<file path="src/rtl/tow_engine.sv">
// tow_engine: tug-of-war game core (button sync, random-delay round FSM, marker scoring, LED drive)
// Ports:
//   clk     in   1      game clock
//   rst     in   1      asynchronous, active-low reset
//   pbl     in   1      left push-button, raw
//   pbr     in   1      right push-button, raw
//   led     out  LED_W  registered track display (bit LED_W-1 = left end)
//   go      out  1      high while the round is armed
//   winner  out  2      {left,right} match winner, 2'b00 while playing
// Optional feature: define TOW_TIMEOUT_EN to void an armed round after 64 idle ticks.
module tow_engine #(
    parameter int          LED_W     = 7,
    parameter int          TICK_DIV  = 256,
    parameter int          WAIT_W    = 5,
    parameter logic [7:0]  LFSR_SEED = 8'hA5
) (
    input  logic             clk,
    input  logic             rst,
    input  logic             pbl,
    input  logic             pbr,
    output logic [LED_W-1:0] led,
    output logic             go,
    output logic [1:0]       winner
);
    localparam int C  = (LED_W - 1) / 2;
    localparam int PW = $clog2(LED_W);
    localparam int TW = $clog2(TICK_DIV + 1);
    localparam int CW = WAIT_W + 4;
    localparam logic [LED_W-1:0] LOW_M  = LED_W'((1 << C) - 1);
    localparam logic [LED_W-1:0] HIGH_M = LOW_M << (LED_W - C);

    typedef enum logic [1:0] {IDLE, WAIT, ARMED, WON} state_t;

    state_t          state, state_d;
    logic [2:0]      ls, rs;
    logic [TW-1:0]   tcnt;
    logic [7:0]      lfsr;
    logic [PW-1:0]   pos, pos_d;
    logic [CW-1:0]   wait_cnt, wait_d, reload;
    logic [1:0]      winner_d;
    logic [LED_W-1:0] led_d;
    logic            tick, pl, pr, single, left_pt, right_pt;
`ifdef TOW_TIMEOUT_EN
    logic [5:0]      to_cnt, to_d;
`endif

    assign tick   = tcnt == TW'(TICK_DIV - 1);
    assign pl     = ls[1] & ~ls[2];
    assign pr     = rs[1] & ~rs[2];
    assign single = pl ^ pr;
    assign reload = CW'(8) + CW'(lfsr[WAIT_W-1:0]);
    assign go     = state == ARMED;
    // A press while waiting is a false start and scores for the opponent.
    assign left_pt  = single & ((state == ARMED & pl) | (state == WAIT & pr));
    assign right_pt = single & ((state == ARMED & pr) | (state == WAIT & pl));

    // Sync flops reset high so a button held through reset never looks like a fresh press.
    always_ff @(posedge clk or negedge rst) begin
        if (!rst) begin
            ls   <= 3'b111;
            rs   <= 3'b111;
            tcnt <= '0;
            lfsr <= LFSR_SEED;
        end else begin
            ls   <= {ls[1:0], pbl};
            rs   <= {rs[1:0], pbr};
            tcnt <= tick ? '0 : tcnt + 1'b1;
            lfsr <= {lfsr[6:0], lfsr[7] ^ lfsr[5] ^ lfsr[4] ^ lfsr[3]};
        end
    end

    always_ff @(posedge clk or negedge rst) begin
        if (!rst) begin
            state    <= IDLE;
            pos      <= PW'(C);
            wait_cnt <= '0;
            winner   <= 2'b00;
            led      <= LED_W'(1) << C;
`ifdef TOW_TIMEOUT_EN
            to_cnt   <= '0;
`endif
        end else begin
            state    <= state_d;
            pos      <= pos_d;
            wait_cnt <= wait_d;
            winner   <= winner_d;
            led      <= led_d;
`ifdef TOW_TIMEOUT_EN
            to_cnt   <= to_d;
`endif
        end
    end

    always_comb begin
        state_d  = state;
        pos_d    = pos;
        wait_d   = wait_cnt;
        winner_d = winner;
`ifdef TOW_TIMEOUT_EN
        to_d     = '0;
`endif
        case (state)
            IDLE: begin
                if (tick) begin
                    wait_d  = reload;
                    state_d = WAIT;
                end
            end
            WAIT: begin
                if (pl | pr) begin
                    wait_d = reload;
                end else if (tick) begin
                    wait_d = wait_cnt - 1'b1;
                    if (wait_cnt == CW'(1)) state_d = ARMED;
                end
            end
            ARMED: begin
`ifdef TOW_TIMEOUT_EN
                to_d = to_cnt;
`endif
                if (pl | pr) begin
                    wait_d  = reload;
                    state_d = WAIT;
`ifdef TOW_TIMEOUT_EN
                end else if (tick) begin
                    to_d = to_cnt + 1'b1;
                    if (to_cnt == 6'd63) begin
                        wait_d  = reload;
                        state_d = WAIT;
                    end
`endif
                end
            end
            default: begin
                if (ls[1] & rs[1]) begin
                    state_d  = IDLE;
                    pos_d    = PW'(C);
                    winner_d = 2'b00;
                end
            end
        endcase
        // Scoring at the track end ends the match instead of moving the marker.
        if (left_pt) begin
            if (pos == PW'(LED_W - 1)) begin
                state_d  = WON;
                winner_d = 2'b10;
            end else begin
                pos_d = pos + 1'b1;
            end
        end else if (right_pt) begin
            if (pos == '0) begin
                state_d  = WON;
                winner_d = 2'b01;
            end else begin
                pos_d = pos - 1'b1;
            end
        end
        led_d = state_d == WON ? (winner_d[1] ? HIGH_M : LOW_M) : LED_W'(1) << pos_d;
    end
endmodule
</file>
<file path="config.mk">
export PLATFORM = sky130hd
export DESIGN_NAME = tow_engine
export DESIGN_NICKNAME = d
export VERILOG_FILES = /design/src/rtl/tow_engine.sv
export SDC_FILE = /design/constraint.sdc
export NUM_CORES = 1
export LEC_CHECK = 0
export CORE_UTILIZATION = 46
export DETAILED_ROUTE_END_ITERATION = 10
export PLACE_DENSITY = 0.65
export SLEW_MARGIN = 0
export SYNTH_ARGS = -nofsm -noshare
export SYNTH_HDL_FRONTEND = slang
export SYNTH_SLANG_ARGS = --single-unit
</file>
<file path="constraint.sdc">
create_clock -name clk -period 2.34 [get_ports clk]
set_input_delay 0.468 -clock clk [delete_from_list [all_inputs] [get_ports clk]]
set_output_delay 0.468 -clock clk [all_outputs]
set_load 0.02 [all_outputs]
</file>
==> results.sh, run 1 <==
export IMPL_start_util_pct=49.0
export IMPL_multiInputGateArea_sq_um=1130
export IMPL_tightest_slew_ns=0.521
export IMPL_finalSetupViolations=0
export IMPL_rows=25
export IMPL_ys_seq_elements=46
export IMPL_post_route_util_pct=56.9
export IMPL_wirelength_um=4470
export IMPL_yosys_area_top_type="dfrtp_1"
export IMPL_synth_async_reset_ratio_pct=100
export IMPL_critPathKind="flip-flop to flip-flop"
export IMPL_worstPathArrival_ns=2.39
export IMPL_p_comb_share_pct=4.3
export IMPL_fill_cells=444
export IMPL_cts_tree="done"
export IMPL_period_needed_ns=2.22
export IMPL_cpMaxStageDelayCell="dfstp_2"
export IMPL_cts_sinks=46
export IMPL_p_int_mw=1.10
export IMPL_coreArea_sq_um=4850
export IMPL_viasPerCell=5.54
export IMPL_antenna_cells=0
export IMPL_overflow=0
export IMPL_clockPowerShare_pct=37.9
export IMPL_synth_most_common_cell="dfrtp_1"
export IMPL_dieArea_sq_um=5450
export IMPL_port_buffers=13
export IMPL_cp_depth=8
export IMPL_cts_buffer_depth=2
export IMPL_status="completed"
export IMPL_h_tree_depth=2
export IMPL_synthTopCellsByArea="dfrtp_1, dfstp_2, ha_1, o21ai_0, nor2_1"
export IMPL_swShare_pct=21.4
export IMPL_die_w_um=73.9
export IMPL_grt_pass1_wl_um=7500
export IMPL_worstSkewPairLatency_ns=0.29
export IMPL_yosys_warnings=0
export IMPL_instances_no_fill=318
export IMPL_fmax_ghz=0.450
export IMPL_pwr_density_cell_nw_per_um2=507
export IMPL_hold_path_class="input port to asynchronous set/reset pin"
export IMPL_p_seq_share_pct=57.8
export IMPL_cts_hold_fix_buffers=0
export IMPL_drc=0
export IMPL_cp_top_family="simple AND/OR/NAND/NOR gates"
export IMPL_routabilityCongestion=0.852
export IMPL_clk_pin_slew_worst_paths_ns=0.09
export IMPL_drt_initial_drc_count=114
export IMPL_synth_common_cells="dfrtp_1, o21ai_0, nor2_1, nand2_1, dfstp_2"
export IMPL_root_buffer="clkbuf_8"
export IMPL_hpwl_um=3250
export IMPL_synth_edf_count=0
export IMPL_numCtsBuffers=5
export IMPL_synth_cells=222
export IMPL_critical_path_required_ns=2.51
export IMPL_synth_cell_types=63
export IMPL_vias=1762
export IMPL_nNetsFinal=263
export IMPL_synthFlopType="dfrtp_1"
export IMPL_end_kind="flip-flop"
export IMPL_die_y_um=73.9
export IMPL_io_pins=14
export IMPL_critPathMaxFanout=7
export IMPL_endpoint="led[2]"
export IMPL_final_max_slew_viol_count=0
export IMPL_wl_per_cell_um=14.0
export IMPL_start_kind="flip-flop"
export IMPL_grt_pass1_vias=1624
export IMPL_r2r_end="led[2]"
export IMPL_ir_drop_mv=0.289
export IMPL_holdWs_ns=0.134
export IMPL_dp_cells=308
export IMPL_fin_crit_sh_pct=95.0
export IMPL_grt_usage_pct=18.5
export IMPL_ys_seq_area_share_pct=49.2
export IMPL_p_sw_mw=0.299
export IMPL_first_pass_iters=4
export IMPL_area_delta_synth_final_pct=16.1
export IMPL_finalHoldViolCount=0
export IMPL_crit_path_cell_trace="and2b_1 -> inv_1 -> ha_4 -> or3_1 -> o211ai_1 -> o211a_1 -> nand2b_1 -> o21ai_0"
export IMPL_synth_area_sq_um=2370
export IMPL_critPathBufInv=1
export IMPL_antenna_found_initial=0
export IMPL_postRouteAntennaNets=0
export IMPL_syn_nets=235
export IMPL_synth_top_area_share_pct=34.8
export IMPL_r2r_start="ls[2]"
export IMPL_r2r_worst_path_cells=8
export IMPL_syn_area_per_cell_sq_um=10.7
export IMPL_relSlewSlack_pct=65.3
export IMPL_regArea_sq_um=1170
export IMPL_cap_violations=0
export IMPL_grt_start_max_net_pins=25
export IMPL_drive_gt1_share_pct=23.5
export IMPL_power_leakage_nw=1.24
export IMPL_slowest_delay_ns=0.55
export IMPL_r2r_slack_ns=0.12
export IMPL_crit_start="ls[2]"
export IMPL_finalClockSkew_ns=0.0106
==> metal layers <==
| metal | share of wire [%] | vias up | wire, um | track usage, % |
|---|---|---|---|---|
| li1 | - | 859 | - | - |
| met1 | 46 | 857 | 2060 | 25.2 |
| met2 | 49 | 44 | 2200 | 29.5 |
| met3 | 3.9 | 2 | 174 | 4.12 |
| met4 | 0.78 | 0 | 35 | 5.77 |
| met5 | 0 | - | 0 | 0 |
==> what timing repair did <==
item,4_1_cts,5_1_grt
gates resized for setup,1,4
setup buffers,0,2
pin swaps,0,1
setup endpoints to repair,1,6
==> worst min-delay path by stage <==
stage | from | endpoint | slack, ns
final | rst | lfsr[1] | 0.13
after global routing | rst | lfsr[1] | 0.17
after CTS | rst | lfsr[1] | 0.14
after detailed placement | rs[0] | rs[1] | 0.35
after global placement | lfsr[6] | lfsr[7] | 0.34
after floorplan | rst | led[0] | 0.17
==> layout make-up <==
type	count	area share, %
Sequential cell	46	42.3
Multi-Input combinational cell	159	41.1
Timing Repair Buffer	26	8.08
Clock buffer	7	3.49
Tap cell	67	3.04
Inverter	12	1.63
Clock inverter	1	0.318
==> placed cells by master, fill, tap and decap left out, types with 2 or more instances in the layout <==
| cell type | synthesis | final |
|---|---|---|
| or3_1 | 2 | 2 |
| nand4_1 | 3 | 3 |
| o41ai_1 | 2 | 2 |
| o21ai_0 | 21 | 20 |
| nand2b_1 | 5 | 5 |
| nand2_1 | 14 | 14 |
| nand3_1 | 9 | 9 |
| o21ai_1 | 2 | 3 |
| clkdlybuf4s50_1 | 0 | 12 |
| inv_2 | 2 | 3 |
| dfstp_2 | 13 | 13 |
| a22oi_1 | 2 | 2 |
| inv_1 | 10 | 9 |
| and2b_2 | 4 | 4 |
| dfrtp_1 | 33 | 33 |
| nand4bb_1 | 2 | 2 |
| nor2b_1 | 4 | 3 |
| ha_1 | 9 | 8 |
| xnor2_1 | 4 | 4 |
| or2_2 | 2 | 2 |
| a32oi_1 | 2 | 2 |
| clkbuf_8 | 1 | 7 |
| xor2_1 | 4 | 4 |
| buf_4 | 0 | 13 |
| nor3_1 | 4 | 4 |
| a21oi_1 | 8 | 8 |
| and4b_1 | 2 | 2 |
| nor2_1 | 15 | 15 |
| o22ai_1 | 2 | 2 |
| a31oi_1 | 2 | 2 |
| o31ai_1 | 2 | 2 |
| nor4_1 | 2 | 2 |
==> registers in the layout, indices dropped and copies added (netlist names) <==
name	cells
tcnt	9
led	7
ls	3
lfsr	8
rs	3
state	2
winner	2
wait_cnt	9
pos	3
==> power by group through the flow <==
| stage | sequential [mW] | combinational (mW) | clock, mW |
|---|---|---|---|
| 4_1_cts | 0.807 | 0.0566 | 0.554 |
| 6_report | 0.807 | 0.0599 | 0.530 |
| 5_1_grt | 0.808 | 0.0674 | 0.575 |
| 2_1_floorplan | 0.823 | 0.0207 | 0 |
| 3_5_place_dp | 0.822 | 0.0565 | 0 |
| 3_3_place_gp | 0.822 | 0.0568 | 0 |
==> through the flow <==
stage | total power [mW] | setup slack (ns) | area [sq um] | setup TNS (ns)
3_5_place_dp | 0.879 | -0.000567 | 2620 | -0.000567
6_report | 1.40 | 0.116 | 2760 | 0
3_3_place_gp | 0.879 | 0.0435 | 2620 | 0
4_1_cts | 1.42 | 0.0390 | 2730 | 0
2_1_floorplan | 0.844 | 0.221 | 2370 | 0
5_1_grt | 1.45 | -0.0125 | 2760 | -0.0125
==> cells by family (layout without fill, tap and decap cells) <==
group,count (synthesis),count (layout),synth area share [%]
and+or+nand+nor,84,84,22.6
AOI/OAI and AO/OA,56,56,15.8
DFF,46,46,49.2
buffers and inverters,17,46,3.74
adders and majority gates,9,9,4.74
xor gates and xnor gates,8,8,2.95
muxes,2,2,1.05
No activity file was read; power rests on OpenSTA's default activity.
==> inputs of run 2 (changes only) <==
==> config.mk (replaced) <==
export PLATFORM = sky130hd
export DESIGN_NAME = tow_engine
export DESIGN_NICKNAME = d
export VERILOG_FILES = /design/src/rtl/tow_engine.sv
export SDC_FILE = /design/constraint.sdc
export NUM_CORES = 1
export LEC_CHECK = 0
export CORE_ASPECT_RATIO = 1.2
export CORE_UTILIZATION = 45
export DETAILED_ROUTE_END_ITERATION = 10
export PLACE_DENSITY = 0.64
export SLEW_MARGIN = 25
export SYNTH_ARGS = -nofsm -noshare
export SYNTH_HDL_FRONTEND = slang
export SYNTH_SLANG_ARGS = --single-unit
==> run 2 against run 1 <==
Effect of this change: combinational power fell by 14%; cell area down 1.7%; sequential cell count did not move; first-iteration DRC count fell by 25%; register-to-register slack improved by 0.04 ns; power rose by 0.51%; die area grew 2.2%; global-route usage rose by 0.13 points; largest cell class unchanged.
==> results.sh, run 2 (synthesis results as in run 1) <==
export IMPL_r2r_start="rs[2]"
export IMPL_drive_gt1_share_pct=22.4
export IMPL_cpMaxStageDelayCell="clkdlybuf4s50_1"
export IMPL_reg_top3="tcnt x9, wait_cnt x9, lfsr x8"
export IMPL_cts_hold_fix_buffers=0
export IMPL_pwr_density_cell_nw_per_um2=518
export IMPL_grt_setup_unrepaired="no"
export IMPL_dp_cells=298
export IMPL_worstSkewPairLatency_ns=0.30
export IMPL_root_buffer="clkbuf_8"
export IMPL_power_leakage_nw=1.21
export IMPL_antenna_found_initial=0
export IMPL_finalHoldViolCount=0
export IMPL_tns_ns=0
export IMPL_antenna_cells=0
export IMPL_p_seq_share_pct=57.6
export IMPL_swShare_pct=22.1
export IMPL_grt_usage_pct=18.6
export IMPL_r2r_slack_ns=0.16
export IMPL_critical_path_required_ns=1.87
export IMPL_io_pins=14
export IMPL_die_w_um=68.3
export IMPL_port_buffers=13
export IMPL_post_place_ws_ns=-0.00641
export IMPL_viasPerCell=5.51
export IMPL_h_tree_depth=2
export IMPL_hold_path_class="input port to asynchronous set/reset pin"
export IMPL_drc=0
export IMPL_p_sw_mw=0.310
export IMPL_worstPathArrival_ns=1.76
export IMPL_slowest_delay_ns=0.60
export IMPL_crit_path_cell_trace="nand2b_4 -> inv_2 -> clkdlybuf4s50_1"
export IMPL_fmax_ghz=0.449
export IMPL_clockPowerShare_pct=38.7
export IMPL_critPathKind="flip-flop to output port"
export IMPL_r2r_end="led[6]"
export IMPL_layout_common_cells="dfrtp_1, o21ai_0, nor2_1"
export IMPL_hpwl_um=3220
export IMPL_dieArea_sq_um=5570
export IMPL_drt_initial_drc_count=85
export IMPL_critPathBufInv=2
export IMPL_postRouteAntennaNets=0
export IMPL_grt_pass1_vias=1671
export IMPL_grt_pass1_wl_um=7610
export IMPL_multiInputGateArea_sq_um=1130
export IMPL_overflow=0
export IMPL_wl_per_cell_um=14.5
export IMPL_post_route_util_pct=54.1
export IMPL_regArea_sq_um=1170
export IMPL_p_int_mw=1.09
export IMPL_fill_cells=449
export IMPL_status="completed"
export IMPL_setup_slack_ns=0.111
export IMPL_cap_violations=0
export IMPL_finalSetupViolations=0
export IMPL_grt_start_max_net_pins=47
export IMPL_cp_top_family="buffers and inverters"
export IMPL_start_util_pct=47.4
export IMPL_coreArea_sq_um=5010
export IMPL_post_cts_buffers=0
export IMPL_p_comb_share_pct=3.7
export IMPL_clk_pin_slew_worst_paths_ns=0.09
export IMPL_wirelength_um=4450
export IMPL_stdcell_area_sq_um=2710
export IMPL_cts_sinks=46
export IMPL_fin_crit_sh_pct=95.3
export IMPL_routabilityCongestion=0.825
export IMPL_area_delta_synth_final_pct=14.2
export IMPL_cts_buffer_depth=2
export IMPL_first_pass_iters=4
export IMPL_instances_no_fill=306
export IMPL_numCtsBuffers=5
export IMPL_r2r_worst_path_cells=8
export IMPL_finalClockSkew_ns=0.00616
export IMPL_ir_drop_mv=0.423
export IMPL_layout_commonest_cell="dfrtp_1"
export IMPL_nNetsFinal=258
export IMPL_rows=28
export IMPL_start_kind="flip-flop"
export IMPL_tightest_slew_ns=0.560
export IMPL_relSlewSlack_pct=62.6
export IMPL_holdWs_ns=0.235
export IMPL_critPathMaxFanout=13
export IMPL_end_kind="output port"
export IMPL_power_mw=1.40
export IMPL_die_y_um=81.6
export IMPL_cts_tree="done"
export IMPL_vias=1687
export IMPL_final_max_slew_viol_count=0
export IMPL_period_needed_ns=2.23
export IMPL_placed_area_sq_um=2590
-- run 2: per-layer routing --
metal	global-route usage [%]	wire, um
met1	24.0	2110
met4	7.50	74
met3	3.33	92
met2	30.5	2170
met5	0	0
-- run 2: how the worst max path moves through the flow --
stage / slack (ns) / depth (start not counted) / to / start
floorplan: 0.22 / 9 / led[2] / rs[1]
global placement: 0.06 / 8 / led[2] / rs[1]
detailed placement: -0.006 / 8 / led[6] / rs[1]
CTS: 0.02 / 8 / led[6] / rs[2]
global route: 0.02 / 3 / go / state[0]
finish: 0.11 / 3 / go / state[0]
-- run 2: power by group through the flow --
stage / clock (mW) / sequential (mW) / combinational (mW)
finish: 0.544 / 0.809 / 0.0516
global route: 0.591 / 0.810 / 0.0589
CTS: 0.560 / 0.809 / 0.0486
detailed placement: 0 / 0.823 / 0.0478
global placement: 0 / 0.823 / 0.0473
floorplan: 0 / 0.823 / 0.0207
-- run 2: what timing repair did --
action,in CTS,in global routing
endpoints found under the setup margin,2,7
pin swaps,0,1
cloned,0,0
gates resized for setup,1,4
-- run 2: cell type report --
class	instances	share of cell area, %
clock inverters	1	0.323
clock buffers	7	3.55
inverters	12	1.66
flip-flops and latches	46	43.1
well taps	60	2.77
multi-input cells	159	41.8
repair buffers	21	6.83
==> inputs of run 3 (changes only) <==
--- a/config.mk
+++ b/config.mk
@@ -8,6 +8,7 @@
 export CORE_ASPECT_RATIO = 1.2
 export CORE_UTILIZATION = 45
 export DETAILED_ROUTE_END_ITERATION = 10
+export GPL_TIMING_DRIVEN = 0
 export PLACE_DENSITY = 0.64
 export SLEW_MARGIN = 25
 export SYNTH_ARGS = -nofsm -noshare
==> run 3 against run 2 <==
Effect of this change: routed wire length is 4.9% higher; sequential share of layout area is 1.3 points lower; sequential cell count stayed put; power is 3.9% higher.
==> results.sh, run 3 (synthesis results as in run 1) <==
export IMPL_root_buffer="clkbuf_8"
export IMPL_hold_path_class="input port to asynchronous set/reset pin"
export IMPL_power_mw=1.46
export IMPL_regArea_sq_um=1170
export IMPL_critical_path_required_ns=2.52
export IMPL_status="completed"
export IMPL_rows=28
export IMPL_dieArea_sq_um=5570
export IMPL_worstSkewPairLatency_ns=0.30
export IMPL_r2r_start="pos[0]"
export IMPL_grt_start_max_net_pins=32
export IMPL_postRouteAntennaNets=0
export IMPL_fmax_ghz=0.452
export IMPL_crit_start="pos[0]"
export IMPL_r2r_slack_ns=0.13
export IMPL_numCtsBuffers=5
export IMPL_cts_sinks=46
export IMPL_crit_path_cell_trace="inv_1 -> ha_1 -> nor2b_1 -> clkbuf_2 -> a31oi_1 -> o22ai_1 -> a32oi_2 -> buf_4 -> nand2b_1 -> o21ai_1"
export IMPL_layout_common_cells="dfrtp_1, o21ai_0, nor2_1"
export IMPL_cts_hold_fix_buffers=0
export IMPL_coreArea_sq_um=5010
export IMPL_period_needed_ns=2.21
export IMPL_r2r_end="led[5]"
export IMPL_tightest_slew_ns=0.621
export IMPL_port_buffers=13
export IMPL_clk_pin_slew_worst_paths_ns=0.09
export IMPL_tns_ns=0
export IMPL_antenna_found_initial=0
export IMPL_dp_cells=296
export IMPL_final_max_slew_viol_count=0
export IMPL_critPathKind="flip-flop to flip-flop"
export IMPL_start_kind="flip-flop"
export IMPL_post_route_util_pct=55.8
export IMPL_die_y_um=81.6
export IMPL_pwr_density_cell_nw_per_um2=522
export IMPL_multiInputGateArea_sq_um=1160
export IMPL_h_tree_depth=2
export IMPL_start_util_pct=47.4
export IMPL_grt_pass1_vias=1591
export IMPL_layout_commonest_cell="dfrtp_1"
export IMPL_stdcell_area_sq_um=2800
export IMPL_finalHoldViolCount=0
export IMPL_wl_per_cell_um=15.1
export IMPL_drc=0
export IMPL_viasPerCell=5.58
export IMPL_worstPathArrival_ns=2.40
export IMPL_area_delta_synth_final_pct=17.8
export IMPL_hpwl_um=3230
export IMPL_fin_crit_sh_pct=94.7
export IMPL_finalClockSkew_ns=0.0136
export IMPL_ir_drop_mv=0.381
export IMPL_fill_cells=434
export IMPL_grt_pass1_wl_um=7600
export IMPL_antenna_cells=0
export IMPL_r2r_worst_path_cells=10
export IMPL_grt_usage_pct=18.7
export IMPL_power_leakage_nw=1.24
export IMPL_drt_initial_drc_count=71
export IMPL_critPathMaxFanout=7
export IMPL_die_w_um=68.3
export IMPL_relSlewSlack_pct=58.3
export IMPL_finalSetupViolations=0
export IMPL_wirelength_um=4670
export IMPL_cts_buffer_depth=2
export IMPL_cpMaxStageDelayCell="dfstp_2"
export IMPL_reg_top3="tcnt x9, wait_cnt x9, lfsr x8"
export IMPL_routabilityCongestion=0.808
export IMPL_io_pins=14
export IMPL_drive_gt1_share_pct=24.5
export IMPL_placed_area_sq_um=2590
export IMPL_end_kind="flip-flop"
export IMPL_instances_no_fill=309
export IMPL_slowest_delay_ns=0.57
export IMPL_nNetsFinal=261
export IMPL_cap_violations=0
export IMPL_cts_tree="done"
export IMPL_overflow=0
export IMPL_vias=1724
export IMPL_first_pass_iters=4
==> run 3: changes by cell type in the layout (fill, tap and decap cells not counted), sizes merged <==
cell	previous run	this run
clkinvlp	0	1
clkbuf	7	8
bufinv	0	1
buf	9	10
clkinv	1	0
==> run 3: layer usage <==
layer  GRT usage [%]  wire length, um  vias up
li1                -                -      851
met1            26.4             2290      834
met2            27.9             2140       29
met3            4.17              128       10
met4            6.25              101        0
met5               0                0        -
==> run 3: metrics by stage <==
stage / hold slack [ns] / worst slack [ns]
final: 0.0734 / 0.125
after global routing: 0.0900 / -0.0350
after CTS: 0.0889 / 0.00196
after global placement: 0.333 / -0.465
after detailed placement: 0.337 / -0.0722
after floorplan: 0.172 / 0.221
==> run 3: critical path: cells and delay by family (launching register included) <==
kind                       cells  cell delay, ns
AOI/OAI and AO/OA              4            0.58
buffers and inverters          3            0.44
DFF                            1            0.57
and+or+nand+nor                2            0.29
adders and majority gates      1            0.22
==> run 3: worst max path at each step <==
| stage | end | slack (ns) | depth (start not counted) |
|---|---|---|---|
| 3_3_place_gp | led[0] | -0.47 | 1 |
| 2_1_floorplan | led[2] | 0.22 | 9 |
| 4_1_cts | led[2] | 0.002 | 9 |
| 6_report | led[5] | 0.13 | 10 |
| 3_5_place_dp | led[2] | -0.07 | 8 |
| 5_1_grt | led[1] | -0.03 | 10 |
==> run 3: final cells by class <==
type                       instances  area share, %
buffer                             5           1.88
timing repair buffer              19           6.53
clock inverter                     2           1.34
multi-input combinational        159           41.6
tap                               60           2.68
inverter                          12           1.61
clock buffer                       6           2.59
sequential                        46           41.7
==> run 3: repair_timing <==
| action | 4_1_cts | 5_1_grt |
|---|---|---|
| pin swaps | 0 | 5 |
| buffers inserted | 0 | 5 |
| gates resized for setup | 2 | 17 |
| setup endpoints to repair | 7 | 13 |
==> run 3: where the power goes <==
group / internal (mW) / leakage [nW] / switching (mW) / total, mW
Clock: 0.319 / 0.0514 / 0.271 / 0.590
Combinational: 0.0238 / 0.611 / 0.0369 / 0.0606
Sequential: 0.805 / 0.577 / 0.00431 / 0.809
